## config.mk

```make
export PLATFORM = sky130hd
export DESIGN_NAME = convolution_3x3
export DESIGN_NICKNAME = d
export VERILOG_FILES = /design/src/rtl/convolution_3x3.sv
export SDC_FILE = /design/constraint.sdc
export NUM_CORES = 1
export LEC_CHECK = 0
export ABC_AREA = 1
export CAP_MARGIN = 10
export CORE_ASPECT_RATIO = 0.7
export CORE_MARGIN = 5
export CORE_UTILIZATION = 55
export CTS_CLUSTER_DIAMETER = 200
export DETAILED_ROUTE_END_ITERATION = 10
export DONT_BUFFER_PORTS = 1
export GPL_TIMING_DRIVEN = 0
export PLACE_DENSITY = 0.77
export SYNTH_ARGS = -nofsm -noshare
export SYNTH_HDL_FRONTEND = slang
export SYNTH_SLANG_ARGS = --single-unit
```

## constraint.sdc

```tcl
create_clock -name clk_in -period 6.2 [get_ports clk_in]
set_input_delay 0.31 -clock clk_in [delete_from_list [all_inputs] [get_ports clk_in]]
set_output_delay 0.31 -clock clk_in [all_outputs]
set_load 0.01 [all_outputs]
```

## src/rtl/convolution_3x3.sv

```systemverilog
// convolution_3x3
//   3x3 spatial convolution on an RGB565 stream fed one column per beat by a
//   three-row line buffer. A signed 8-bit kernel is applied to R, G and B
//   independently; each channel sum is arithmetically shifted and clamped.
//   Fixed latency: a beat sampled at edge N is on the outputs after edge N+4.
//
// Ports
//   clk_in          system clock
//   rst_in          synchronous active-high reset
//   data_in         column of three RGB565 pixels, [0] = top row, [2] = bottom
//   hcount_in       column index of data_in
//   vcount_in       row index of the window centre
//   data_valid_in   beat qualifier
//   line_out        filtered RGB565 pixel
//   hcount_out      column of the filtered pixel (hcount_in - 1)
//   vcount_out      row of the filtered pixel
//   data_valid_out  one-cycle strobe per produced pixel
module convolution_3x3 #(
    parameter int          HRES   = 1280,
    parameter int          VRES   = 720,
    parameter logic [71:0] KERNEL = 72'h01_02_01_02_04_02_01_02_01,
    parameter int          SHIFT  = 4
) (
    input  logic             clk_in,
    input  logic             rst_in,
    input  logic [2:0][15:0] data_in,
    input  logic [10:0]      hcount_in,
    input  logic [9:0]       vcount_in,
    input  logic             data_valid_in,
    output logic [15:0]      line_out,
    output logic [10:0]      hcount_out,
    output logic [9:0]       vcount_out,
    output logic             data_valid_out
);

    localparam int STAGES = 4;

    // hcount/vcount port widths bound the supported frame size
    if (HRES < 3 || HRES > 2048 || VRES < 1 || VRES > 1024) begin : g_bad_res
        $error("convolution_3x3: HRES/VRES out of range for port widths");
    end

    // ------------------------------------------------------------------
    // helpers
    // ------------------------------------------------------------------
    // k[r][c], sign-extended; MSB byte of KERNEL is the top-left tap
    function automatic logic signed [15:0] coef(input int r, input int c);
        logic [7:0] k;
        k = KERNEL[71-8*(3*r+c) -: 8];
        return {{8{k[7]}}, k};
    endfunction

    // channel 0 = R, 1 = G, 2 = B, zero-extended so it multiplies as positive
    function automatic logic signed [15:0] chan(input logic [15:0] p, input int ch);
        case (ch)
            0:       return {11'd0, p[15:11]};
            1:       return {10'd0, p[10:5]};
            default: return {11'd0, p[4:0]};
        endcase
    endfunction

    function automatic logic signed [19:0] ext20(input logic signed [15:0] x);
        return {{4{x[15]}}, x};
    endfunction

    function automatic logic [5:0] clamp(input logic signed [19:0] s, input logic [5:0] maxv);
        logic signed [19:0] t;
        t = s >>> SHIFT;
        if (t < 0)
            return 6'd0;
        if (t > $signed({14'd0, maxv}))
            return maxv;
        return t[5:0];
    endfunction

    // ------------------------------------------------------------------
    // S1: window and metadata capture
    // ------------------------------------------------------------------
    logic [15:0] win [3][3];

    // hcount 0 has no complete left neighbour pair for a new centre, so it
    // shifts the window but never produces a pixel
    logic beat_ok;
    assign beat_ok = data_valid_in && (hcount_in != 11'd0);

    always_ff @(posedge clk_in) begin
        if (rst_in) begin
            for (int r = 0; r < 3; r++)
                for (int c = 0; c < 3; c++)
                    win[r][c] <= '0;
        end else if (data_valid_in) begin
            for (int r = 0; r < 3; r++) begin
                win[r][0] <= win[r][1];
                win[r][1] <= win[r][2];
                win[r][2] <= data_in[r];
            end
        end
    end

    // metadata pipe runs beside the datapath; index i is valid after stage i
    logic [STAGES:1] vld_pipe;
    logic [10:0]     h_pipe [1:STAGES];
    logic [9:0]      v_pipe [1:STAGES];

    always_ff @(posedge clk_in) begin
        if (rst_in) begin
            vld_pipe <= '0;
            for (int i = 1; i <= STAGES; i++) begin
                h_pipe[i] <= '0;
                v_pipe[i] <= '0;
            end
        end else begin
            vld_pipe <= {vld_pipe[STAGES-1:1], beat_ok};
            if (beat_ok) begin
                h_pipe[1] <= hcount_in - 11'd1;
                v_pipe[1] <= vcount_in;
            end
            for (int i = 2; i <= STAGES; i++) begin
                if (vld_pipe[i-1]) begin
                    h_pipe[i] <= h_pipe[i-1];
                    v_pipe[i] <= v_pipe[i-1];
                end
            end
        end
    end

    // ------------------------------------------------------------------
    // S2: 27 products, indexed [channel][row][col]
    // ------------------------------------------------------------------
    logic signed [15:0] prod_c [3][3][3];
    logic signed [15:0] prod_q [3][3][3];

    always_comb begin
        for (int ch = 0; ch < 3; ch++)
            for (int r = 0; r < 3; r++)
                for (int c = 0; c < 3; c++)
                    prod_c[ch][r][c] = coef(r, c) * chan(win[r][c], ch);
    end

    always_ff @(posedge clk_in) begin
        if (rst_in) begin
            for (int ch = 0; ch < 3; ch++)
                for (int r = 0; r < 3; r++)
                    for (int c = 0; c < 3; c++)
                        prod_q[ch][r][c] <= '0;
        end else if (vld_pipe[1]) begin
            prod_q <= prod_c;
        end
    end

    // ------------------------------------------------------------------
    // S3: 9-term sums, split into row sums then the channel total so that
    // each register stage sees at most a 3-input adder
    // ------------------------------------------------------------------
    logic signed [19:0] rsum_c [3][3];
    logic signed [19:0] rsum_q [3][3];
    logic signed [19:0] sum_c  [3];
    logic signed [19:0] sum_q  [3];

    always_comb begin
        for (int ch = 0; ch < 3; ch++)
            for (int r = 0; r < 3; r++)
                rsum_c[ch][r] = ext20(prod_q[ch][r][0]) + ext20(prod_q[ch][r][1])
                              + ext20(prod_q[ch][r][2]);
        for (int ch = 0; ch < 3; ch++)
            sum_c[ch] = rsum_q[ch][0] + rsum_q[ch][1] + rsum_q[ch][2];
    end

    always_ff @(posedge clk_in) begin
        if (rst_in) begin
            for (int ch = 0; ch < 3; ch++) begin
                sum_q[ch] <= '0;
                for (int r = 0; r < 3; r++)
                    rsum_q[ch][r] <= '0;
            end
        end else begin
            if (vld_pipe[2])
                rsum_q <= rsum_c;
            if (vld_pipe[3])
                sum_q <= sum_c;
        end
    end

    // ------------------------------------------------------------------
    // S4: shift, clamp, pack; outputs hold between valid results
    // ------------------------------------------------------------------
    logic [15:0] pixel_c;

    always_comb begin
        pixel_c = {5'(clamp(sum_q[0], 6'd31)),
                   clamp(sum_q[1], 6'd63),
                   5'(clamp(sum_q[2], 6'd31))};
    end

    always_ff @(posedge clk_in) begin
        if (rst_in) begin
            line_out       <= '0;
            hcount_out     <= '0;
            vcount_out     <= '0;
            data_valid_out <= 1'b0;
        end else begin
            data_valid_out <= vld_pipe[STAGES];
            if (vld_pipe[STAGES]) begin
                line_out   <= pixel_c;
                hcount_out <= h_pipe[STAGES];
                vcount_out <= v_pipe[STAGES];
            end
        end
    end

endmodule

```

### Yosys cells after proc, flatten, opt, wreduce, memory -nomap -nowiden

Memory sizes are Yosys's and may differ from the RTL's. A register that Yosys moved wholly into a read port is not among the register bits.
Cells that the tools add are included.

| operators by class | value |
|---|---|
| reductions and logical operators | 2 |
| multiplexer cells | 55 |
| $lt $le $gt $ge | 6 |
| add/subtract/negate cells | 25 |
| bitwise gates (word level) | 17 |

Operators with widths:

| operator | number |
|---|---|
| 2-to-1 mux 16 bit | 9 |
| adder 20 bit | 6 |
| less-than comparator 16 x 1 -> 1 bit, second input constant | 3 |
| 2-to-1 mux 11 bit | 4 |
| 2-to-1 mux 10 bit | 4 |
| 2-to-1 mux 5 bit | 8 |
| adder 8 x 6 -> 9 bit | 4 |
| adder 6 x 7 -> 8 bit | 4 |
| adder 7 x 5 -> 8 bit | 4 |
| > comparator 16 x 6 -> 1 bit, second input constant | 2 |
| adder 5 x 6 -> 7 bit | 4 |
| 2-to-1 mux 1 bit | 26 |
| 2-to-1 mux 6 bit | 4 |
| OR 1 bit | 17 |
| > comparator 16 x 7 -> 1 bit, second input constant | 1 |
| nonzero test 11 bit | 1 |
| subtractor 11 x 1 -> 11 bit, second input constant | 1 |
| adder 9 x 7 -> 10 bit | 1 |
| adder 7 x 8 -> 9 bit | 1 |
| logical AND 1 bit | 1 |

| storage, ports and cells | value |
|---|---|
| output and inout bits | 38 |
| memory bits (writable) | 228 |
| flip-flop bits (word level) | 405 |
| memories | 3 |
| input bits | 72 |
| word-level logic and storage cells | 150 |

Memories:

| name | words | width | rd ports | clocked after memory_dff | write ports | line | text |
|---|---|---|---|---|---|---|---|
| win | 3 | 48 | 3 | 0 | 3 | 79 | `logic [15:0] win [3][3];` |
| h_pipe | 4 | 11 | 4 | 1 | 4 | 102 | `logic [10:0] h_pipe [1:STAGES];` |
| v_pipe | 4 | 10 | 4 | 1 | 4 | 103 | `logic [9:0] v_pipe [1:STAGES];` |

### Logic depth before layout (Yosys ltp)

Gate-level depths: netlist (run 1).

| depth | value |
|---|---|
| depth after elaboration | 6 |
| depth in mapped cells | 13 |
| gate-level depth less buffers | 13 |

### Worst setup path before layout (run 1)

Ideal clock, no wire load.

| timing | value |
|---|---|
| kind | input -> register |
| from | input port rst_in |
| to | memory win[0][0] in the netlist's numbering, enable pin |
| library setup time | 1.229 ns |
| path buffers | 2 |
| data required time | 4.971 ns |
| setup slack | 1.816 ns |
| arrival | 3.155 ns |
| stages | 4 |
| cells stage by stage | inv_2 > buf_2 > buf_2 > nand2_1 |

RTL lines:

| element | line | text |
|---|---|---|
| start, declared | 25 | `input logic rst_in,` |
| end, declared | 79 |  |

### Worst setup path after layout (run 1)

| timing | value |
|---|---|
| from | register, netlist name prod_q[97] |
| to | register rsum_q[45] in the netlist's numbering |

| on the way | value |
|---|---|
| cells in the longest elaborated chain, start to end | 1 |

Ends and longest elaborated chain:

| element | line | text |
|---|---|---|
| adder 7 x 5 -> 8 bit | 164 | `+ ext20(prod_q[ch][r][2]);` |
| end signal, assigned | 178 | `rsum_q <= rsum_c;` |
| end, declared | 156 | `logic signed [19:0] rsum_q [3][3];` |

No other way between the ends.
A chain may end at the register's enable or synchronous reset.

==> metrics.json, run 1 <==
{
  "wl_met1_um": 22900,
  "yosys_warnings": 0,
  "finish.net_count": 2600,
  "dpl.cell_count": 2798,
  "detail_route.first_pass.iterations": 8,
  "syn_area_um2": 21400,
  "standby_leakage_power_nw": 11.1,
  "hold_violations": 0,
  "status": "completed",
  "avgSynthCellArea_um2": 9.44,
  "die_area_um2": 43100,
  "min_delay_path_depth": 3,
  "root_buffer": "sky130_fd_sc_hd__clkbuf_16",
  "layoutNonFillerInstCount": 2949,
  "wire_length_of_the_first_global_routing_pass_um": 83800,
  "clkSinkCount": 496,
  "sequentialPowerShare": 0.513,
  "drv.max_cap_violation_count": 0,
  "postSynth.asyncResetShare": 0,
  "r2r-start": "prod_q[97]",
  "p_int_mw": 5.46,
  "dpl-instance-area_um2": 22100,
  "worst-endpoint-arrival_ns": 2.99,
  "power.net_switching_mw": 1.64,
  "post_synth_inst_count": 2269,
  "fin_crit_period_ns": 2.54,
  "boundaryPins": 110,
  "power.density_cell_area_nw_per_um2": 291,
  "slew_violations": 0,
  "wl_met2_um": 22700,
  "post-cts-setup-buffer-count": 0,
  "cts_buffers": 47,
  "antenna_found_initial": 0,
  "ys_types": 28,
  "detailedRoute.firstIterationViolations": 1451,
  "tritoncts_clock_tree": "yes",
  "drcViolationCount": 0,
  "fin_skew_ns": 0.0246,
  "cts_max_path_buffers": 3,
  "syn_nets": 2485,
  "setup_slack_on_the_worst_flop_to_flop_path_ns": 3.66,
  "synthToLayoutAreaGrowth_pct": 13.9,
  "worst_setup_path_start_kind": "register",
  "n_fill_cell": 2958,
  "wl_um": 53500,
  "grt_pass1_vias": 15477,
  "yosysMostFrequentCell": "sky130_fd_sc_hd__nand2_1",
  "grt_start_max_net_pins": 68,
  "detail-route-antenna-nets": 0,
  "antenna_cells_inserted": 0,
  "grt.total_usage": 0.245,
  "avgViaCountPerCell": 5.40,
  "worst-slew-pin-transition_ns": 0.866,
  "die_w_um": 246,
  "placement_rows": 60,
  "place.port_buffers": 0,
  "reg2reg_depth": 13,
  "route.detailed.wl_per_inst_um": 18.2,
  "synth_top_flop_cell": "sky130_fd_sc_hd__dfxtp_1",
  "unrepaired_setup_endpoints_after_global_routing": "no",
  "initial_cell_density_of_the_core": 0.557,
  "design.core.area_um2": 38400,
  "rr_endpoint": "rsum_q[45]",
  "clock_power_share": 0.425,
  "vdd.ir_drop.worst_mv": 0.207,
  "min_delay_worst_endpoint": "sum_q[45]",
  "cell_types_with_the_largest_area_share_after_synthesis": "sky130_fd_sc_hd__edfxtp_1 (32%), sky130_fd_sc_hd__dfxtp_1 (25%), sky130_fd_sc_hd__nand2_1 (6.3%), sky130_fd_sc_hd__fa_1 (6.3%), sky130_fd_sc_hd__inv_1 (6.2%)",
  "num_vias": 15937,
  "comb_pwr_share": 0.062,
  "clkLatencyLatePin_ns": 0.58,
  "yosysTopAreaCellShare": 0.320,
  "finalSetupViolCount": 0,
  "final_cycle_share": 0.410,
  "hold_path_class": "in2reg",
  "post-dp-hpwl_um": 37600,
  "routabilityCongestion": 0.950,
  "critical_path_required_ns": 6.65,
  "worst_hold_startpoint": "rst_in",
  "synth_area_leader_cell": "sky130_fd_sc_hd__edfxtp_1",
  "cts.htree.levels": 2,
  "postLayoutCellArea_um2": 24400,
  "synthesis_stage_register_bit_count": 496,
  "synth_top_cells_by_count": "sky130_fd_sc_hd__nand2_1 (360), sky130_fd_sc_hd__inv_1 (351), sky130_fd_sc_hd__nor2_1 (329)",
  "sw_frac_of_total": 0.231,
  "sequential_element_share_of_the_synthesized_area": 0.570,
  "floorplan.die.height_um": 175,
  "critical_path_start_end_classification": "reg2reg",
  "worst-path-max-fanout": 3,
  "worst_slew_margin_rel": 0.423,
  "grt.overflow.total": 0,
  "synth_enable_flop_cells": 228,
  "wl_met3_um": 6200,
  "max_freq_ghz": 0.394,
  "layout-drive-gt1-share": 0.0545,
  "holdWs_ns": 0.0255,
  "clk_transition_reported_paths_ns": 0.07,
  "highest_routing_layer_actually_used": "met4",
  "kind_of_end_point_of_the_critical_path": "register"
}
## flip-flops by register name (all words and copies together), names as in the netlist
name and cells:
vld_pipe 4, hcount_out 11, data_valid_out 1, sum_q 16
v_pipe 40, rsum_q 66, vcount_out 10, prod_q 144
h_pipe 44, win 144, line_out 16
## timing repair
item,4_1_cts,5_1_grt
hold endpoints to repair,64,0
resized for setup,0,0
hold buffers,64,0
## cell usage in the layout (no fill, tap or decap), types with 2 or more instances in the layout
master | Yosys | layout
sky130_fd_sc_hd__nand2_1 | 360 | 359
sky130_fd_sc_hd__fa_1 | 67 | 67
sky130_fd_sc_hd__o22ai_1 | 13 | 13
sky130_fd_sc_hd__clkbuf_16 | 0 | 47
sky130_fd_sc_hd__or2_2 | 2 | 2
sky130_fd_sc_hd__nand4_1 | 14 | 14
sky130_fd_sc_hd__buf_16 | 0 | 2
sky130_fd_sc_hd__clkinv_1 | 0 | 6
sky130_fd_sc_hd__nand3b_1 | 5 | 5
sky130_fd_sc_hd__bufinv_16 | 0 | 8
sky130_fd_sc_hd__o21ai_0 | 180 | 180
sky130_fd_sc_hd__nand3_1 | 172 | 172
sky130_fd_sc_hd__clkinvlp_4 | 0 | 4
sky130_fd_sc_hd__edfxtp_1 | 228 | 228
sky130_fd_sc_hd__buf_1 | 8 | 7
sky130_fd_sc_hd__clkbuf_1 | 40 | 47
sky130_fd_sc_hd__inv_2 | 4 | 4
sky130_fd_sc_hd__clkinv_8 | 0 | 2
sky130_fd_sc_hd__ha_1 | 77 | 77
sky130_fd_sc_hd__a21oi_1 | 61 | 61
sky130_fd_sc_hd__nor3_1 | 7 | 7
sky130_fd_sc_hd__dfxtp_1 | 268 | 268
sky130_fd_sc_hd__a22o_1 | 11 | 11
sky130_fd_sc_hd__clkinv_2 | 0 | 10
sky130_fd_sc_hd__nor3b_1 | 4 | 4
sky130_fd_sc_hd__nor2_1 | 329 | 329
sky130_fd_sc_hd__o21ai_1 | 15 | 15
sky130_fd_sc_hd__buf_2 | 46 | 47
sky130_fd_sc_hd__inv_1 | 351 | 351
sky130_fd_sc_hd__o21bai_1 | 2 | 2
sky130_fd_sc_hd__dlygate4sd3_1 | 0 | 64
## critical path: stages (launching register included)
cell and delay [ns]:
sky130_fd_sc_hd__dfxtp_1 0.31, sky130_fd_sc_hd__inv_1 0.07, sky130_fd_sc_hd__fa_1 0.55, sky130_fd_sc_hd__inv_1 0.05, sky130_fd_sc_hd__ha_1 0.19, sky130_fd_sc_hd__inv_1 0.11
sky130_fd_sc_hd__fa_1 0.18, sky130_fd_sc_hd__inv_1 0.05, sky130_fd_sc_hd__nand2_1 0.17, sky130_fd_sc_hd__nand2_1 0.08, sky130_fd_sc_hd__a21oi_1 0.43, sky130_fd_sc_hd__nand2_1 0.09
sky130_fd_sc_hd__nand2_1 0.07, sky130_fd_sc_hd__o21ai_0 0.06
## how the worst max path moves through the flow
stage	startpoint	end	slack (ns)	depth (start not counted)
after floorplan	rst_in	win[0][0]	1.82	4
after CTS	prod_q[97]	rsum_q[45]	3.80	13
after detailed placement	prod_q[97]	rsum_q[45]	3.80	13
after global routing	prod_q[97]	rsum_q[45]	3.51	13
after global placement	rst_in	win[0][100]	-0.15	4
final	prod_q[97]	rsum_q[45]	3.66	13
## routing by layer
layer  up-vias  global-route usage
li1       7516                   -
met1      7517               0.352
met2       791               0.366
met3       113              0.0665
met4         0              0.0792
met5         -                   0
## power by group through the flow
stage	registers [mW]	clock network, mW	logic [mW]
final	3.64	3.01	0.443
after global routing	3.65	3.18	0.487
after CTS	3.64	3.03	0.433
after detailed placement	3.71	0	0.394
after global placement	3.71	0	0.376
after floorplan	3.69	0	0.257
## metrics by stage
step / power [mW] / utilization / worst slack [ns] / TNS, ns
final: 7.09 / 0.635 / 3.66 / 0
after CTS: 7.10 / 0.635 / 3.80 / 0
after floorplan: 3.95 / - / 1.82 / 0
after detailed placement: 4.10 / 0.576 / 3.80 / 0
after global routing: 7.31 / 0.635 / 3.51 / 0
after global placement: 4.09 / 0.574 / -0.152 / -20.50
## cell type report
type / count / area, um2 / share of cell area
clock inverters: 32 / 393 / 0.0161
flip-flops and latches: 496 / 12200 / 0.501
well taps: 527 / 659 / 0.0270
repair buffers: 66 / 696 / 0.0285
multi-input cells: 1324 / 7470 / 0.306
plain buffers: 94 / 412 / 0.0169
clock buffers: 55 / 1220 / 0.0499
inverters: 355 / 1330 / 0.0546
## logic make-up after synthesis
logic type,share of synthesized area
AND/OR/NAND/NOR,0.171
buffers and inverters,0.0814
flip-flops,0.570
adder cells (fa/ha/maj),0.108
XOR/XNOR,0.000818
AO/OA/AOI/OAI,0.0692
Note: power is estimated with default switching activity, not from simulation.
==> run 2, diff against run 1 <==
- clock period: 6.2 -> 2.7 ns (I/O delays scaled with it)
==> run 2 against run 1 <==
Net effect:
- hold slack improved by 0.028 ns
- core utilization shrank 0.33 points
- routed wire length increased by 1.2%
- clock power increased by 110%
- sequential cell count is the same
- setup slack lost 3.4 ns
- global-route usage is 0.48 points higher
- combinational power is 130% higher
- sequential power increased by 130%
- critical endpoint unchanged
- critical path depth unchanged
==> metrics.json, run 2 (synthesis results as in run 1) <==
{
  "worst_slew_margin_rel": {"value": 0.391, "change": "was 0.423"},
  "worst_path_dominant_cell_family": {"value": "adder cells", "change": "unchanged"},
  "status": {"value": "completed", "change": "unchanged"},
  "clkSinkCount": {"value": 496, "change": "unchanged"},
  "layout-drive-gt1-share": {"value": 0.0511, "change": "was 0.0545"},
  "area_of_the_multi_input_gates": {"value": 7480, "unit": "um2", "change": "was 7470 um2"},
  "dpl.cell_count": {"value": 2797, "change": "was 2,798"},
  "place.port_buffers": {"value": 0, "change": "unchanged"},
  "worst_setup_path_start_kind": {"value": "register", "change": "unchanged"},
  "detailedRoute.firstIterationViolations": {"value": 1664, "change": "was 1,451"},
  "post-dp-hpwl": {"value": 37300, "unit": "um", "change": "was 37,600 um"},
  "min_delay_worst_endpoint": {"value": "rsum_q[61]", "change": "was sum_q[45]"},
  "clkLatencyLatePin": {"value": 0.56, "unit": "ns", "change": "was 0.58 ns"},
  "tritoncts_clock_tree": {"value": "yes", "change": "unchanged"},
  "root_buffer": {"value": "sky130_fd_sc_hd__clkbuf_16", "change": "unchanged"},
  "unrepaired_setup_endpoints_after_global_routing": {"value": "no", "change": "unchanged"},
  "worst_path_buffer_plus_inverter_count": {"value": 4, "change": "unchanged"},
  "seqCellArea": {"value": 12200, "unit": "um2", "change": "unchanged"},
  "grt.total_usage": {"value": 0.250, "change": "was 0.245"},
  "power.density_cell_area": {"value": 643, "unit": "nW/um2", "change": "was 291 nW/um2"},
  "setup_slack_on_the_worst_flop_to_flop_path": {"value": 0.26, "unit": "ns", "change": "was 3.66 ns"},
  "tns": {"value": 0, "unit": "ns", "change": "unchanged"},
  "critical_path_start_end_classification": {"value": "reg2reg", "change": "unchanged"},
  "grt_start_max_net_pins": {"value": 113, "change": "was 68"},
  "cts_buffers": {"value": 45, "change": "was 47"},
  "critical_path_required": {"value": 3.14, "unit": "ns", "change": "was 6.65 ns"},
  "max_freq": {"value": 0.410, "unit": "GHz", "change": "was 0.394 GHz"},
  "placement_rows": {"value": 60, "change": "unchanged"},
  "kind_of_end_point_of_the_critical_path": {"value": "register", "change": "unchanged"},
  "final_cell_mix": {"value": "sky130_fd_sc_hd__nand2_1 (359), sky130_fd_sc_hd__inv_1 (351), sky130_fd_sc_hd__nor2_1 (329), sky130_fd_sc_hd__dfxtp_1 (268), sky130_fd_sc_hd__edfxtp_1 (228)", "change": "unchanged"},
  "crit_chain": {"value": "inv_1 > fa_1 > inv_1 > ha_1 > inv_1 > fa_1 > inv_1 > nand2_1 > nand2_1 > a21oi_1 > nand2_1 > nand2_1 > o21ai_0", "change": "unchanged"},
  "reg2reg_depth": {"value": 13, "change": "unchanged"},
  "slowest_stage_cell_on_the_critical_path": {"value": "sky130_fd_sc_hd__fa_1", "change": "unchanged"},
  "layoutNonFillerInstCount": {"value": 2954, "change": "was 2,949"},
  "boundaryPins": {"value": 110, "change": "unchanged"},
  "die_w": {"value": 246, "unit": "um", "change": "unchanged"},
  "grt.overflow.total": {"value": 0, "change": "unchanged"},
  "floorplan.die.height": {"value": 175, "unit": "um", "change": "unchanged"},
  "hold_path_class": {"value": "in2reg", "change": "unchanged"},
  "finalSetupViolCount": {"value": 0, "change": "unchanged"},
  "standby_leakage_power": {"value": 11.0, "unit": "nW", "change": "was 11.1 nW"},
  "crit_start": {"value": "prod_q[97]", "change": "unchanged"},
  "wl": {"value": 54200, "unit": "um", "change": "was 53,500 um"},
  "antenna_found_initial": {"value": 0, "change": "unchanged"},
  "critical-path-max-stage-delay": {"value": 0.54, "unit": "ns", "change": "was 0.55 ns"},
  "detail_route.first_pass.iterations": {"value": 6, "change": "was 8"},
  "finish.net_count": {"value": 2607, "change": "was 2,600"},
  "holdWs": {"value": 0.0538, "unit": "ns", "change": "was 0.0255 ns"},
  "die_area": {"value": 43100, "unit": "um2", "change": "unchanged"},
  "antenna_cells_inserted": {"value": 0, "change": "unchanged"},
  "post-cts-setup-buffer-count": {"value": 0, "change": "unchanged"},
  "slew_violations": {"value": 0, "change": "unchanged"},
  "fin_skew": {"value": 0.0159, "unit": "ns", "change": "was 0.0246 ns"},
  "worst-slew-pin-transition": {"value": 0.911, "unit": "ns", "change": "was 0.866 ns"},
  "drcViolationCount": {"value": 0, "change": "unchanged"},
  "drv.max_cap_violation_count": {"value": 0, "change": "unchanged"},
  "detail-route-antenna-nets": {"value": 0, "change": "unchanged"},
  "synthToLayoutAreaGrowth": {"value": 13.3, "unit": "%", "change": "was 13.9%"},
  "rr_endpoint": {"value": "rsum_q[45]", "change": "unchanged"},
  "hold_violations": {"value": 0, "change": "unchanged"},
  "biggestRegsByFlops": {"value": "prod_q: 144 flops, win: 144 flops, rsum_q: 66 flops", "change": "unchanged"},
  "initial_cell_density_of_the_core": {"value": 0.557, "change": "unchanged"},
  "grt_pass1_vias": {"value": 15659, "change": "was 15,477"},
  "vdd.ir_drop.worst": {"value": 0.419, "unit": "mV", "change": "was 0.207 mV"},
  "worst-endpoint-arrival": {"value": 2.88, "unit": "ns", "change": "was 2.99 ns"},
  "n_fill_cell": {"value": 3032, "change": "was 2,958"},
  "wire_length_of_the_first_global_routing_pass": {"value": 85400, "unit": "um", "change": "was 83,800 um"},
  "worst-path-max-fanout": {"value": 3, "change": "unchanged"},
  "avgViaCountPerCell": {"value": 5.40, "change": "about the same"},
  "cts.htree.levels": {"value": 2, "change": "unchanged"},
  "most_common_library_cell_in_the_layout_ignoring_fill_and_taps": {"value": "sky130_fd_sc_hd__nand2_1", "change": "unchanged"},
  "r2r-start": {"value": "prod_q[97]", "change": "unchanged"},
  "cts_max_path_buffers": {"value": 3, "change": "unchanged"},
  "fin_crit_period": {"value": 2.44, "unit": "ns", "change": "was 2.54 ns"},
  "min_delay_path_depth": {"value": 3, "change": "unchanged"},
  "final_cycle_share": {"value": 0.903, "change": "was 0.410"},
  "clk_transition_reported_paths": {"value": 0.06, "unit": "ns", "change": "was 0.07 ns"},
  "routabilityCongestion": {"value": 0.945, "change": "was 0.950"},
  "num_vias": {"value": 15947, "change": "was 15,937"},
  "post-route-util": {"value": 0.631, "change": "was 0.635"},
  "route.detailed.wl_per_inst": {"value": 18.3, "unit": "um", "change": "was 18.2 um"},
  "worst_hold_startpoint": {"value": "rst_in", "change": "unchanged"},
  "design.core.area": {"value": 38400, "unit": "um2", "change": "unchanged"}
}
run 2: cell count changes in the layout (fill, tap and decap cells not counted), moves of 2 or more:
cell and delta:
sky130_fd_sc_hd__bufinv_16 -5, sky130_fd_sc_hd__clkbuf_16 -2, sky130_fd_sc_hd__dlygate4sd3_1 +10, sky130_fd_sc_hd__clkinv_8 -2, sky130_fd_sc_hd__inv_6 +2, sky130_fd_sc_hd__clkinv_1 -2, sky130_fd_sc_hd__clkbuf_1 +5
run 2: layer usage:
| layer | GRT usage | up-vias | wire length [um] |
|---|---|---|---|
| met3 | 0.0515 | 110 | 5780 |
| met5 | 0 | - | 0 |
| li1 | - | 7526 | - |
| met1 | 0.368 | 7523 | 23500 |
| met2 | 0.380 | 788 | 23500 |
| met4 | 0.0702 | 0 | 1400 |
run 2: final cells by class:
cell class / count / area share
clock buffers: 58 / 0.0488
plain buffers: 94 / 0.0170
clock inverters: 25 / 0.00887
multi-input cells: 1324 / 0.308
flip-flops and latches: 496 / 0.503
repair buffers: 75 / 0.0317
inverters: 355 / 0.0549
well taps: 527 / 0.0272
run 2: stage by stage:
| stage | cell area, um2 | worst slack [ns] | total power, mW |
|---|---|---|---|
| global placement | 22100 | -0.113 | 9.37 |
| CTS | 24300 | 0.357 | 15.6 |
| floorplan | 21400 | 0.664 | 9.05 |
| detailed placement | 22100 | 0.374 | 9.42 |
| finish | 24300 | 0.263 | 15.6 |
| global route | 24300 | 0.0531 | 16.1 |
run 2: worst max path at each step:
| stage | end | slack (ns) | depth (start not counted) |
|---|---|---|---|
| 6_report | rsum_q[45] | 0.26 | 13 |
| 5_1_grt | rsum_q[45] | 0.05 | 13 |
| 4_1_cts | rsum_q[45] | 0.36 | 13 |
| 3_5_place_dp | rsum_q[45] | 0.37 | 13 |
| 3_3_place_gp | h_pipe[2][8] | -0.11 | 3 |
| 2_1_floorplan | rsum_q[5] | 0.66 | 11 |
run 2: where the power goes:
group | internal (mW) | switching [mW] | total [mW]
clock network | 3.41 | 2.81 | 6.22
registers | 8.19 | 0.162 | 8.36
logic | 0.323 | 0.712 | 1.03
total | 11.9 | 3.68 | 15.6
run 2: worst reg2reg max path, stage by stage (launching register included):
cell	delay [ns]
sky130_fd_sc_hd__dfxtp_1	0.31
sky130_fd_sc_hd__inv_1	0.06
sky130_fd_sc_hd__fa_1	0.54
sky130_fd_sc_hd__inv_1	0.05
sky130_fd_sc_hd__ha_1	0.18
sky130_fd_sc_hd__inv_1	0.11
sky130_fd_sc_hd__fa_1	0.19
sky130_fd_sc_hd__inv_1	0.05
sky130_fd_sc_hd__nand2_1	0.16
sky130_fd_sc_hd__nand2_1	0.08
sky130_fd_sc_hd__a21oi_1	0.35
sky130_fd_sc_hd__nand2_1	0.10
sky130_fd_sc_hd__nand2_1	0.08
sky130_fd_sc_hd__o21ai_0	0.07
run 2: repair_timing:
item / in CTS / in global routing
hold endpoints to repair: 78 / 0
hold buffers: 74 / 0
resized for setup: 0 / 0
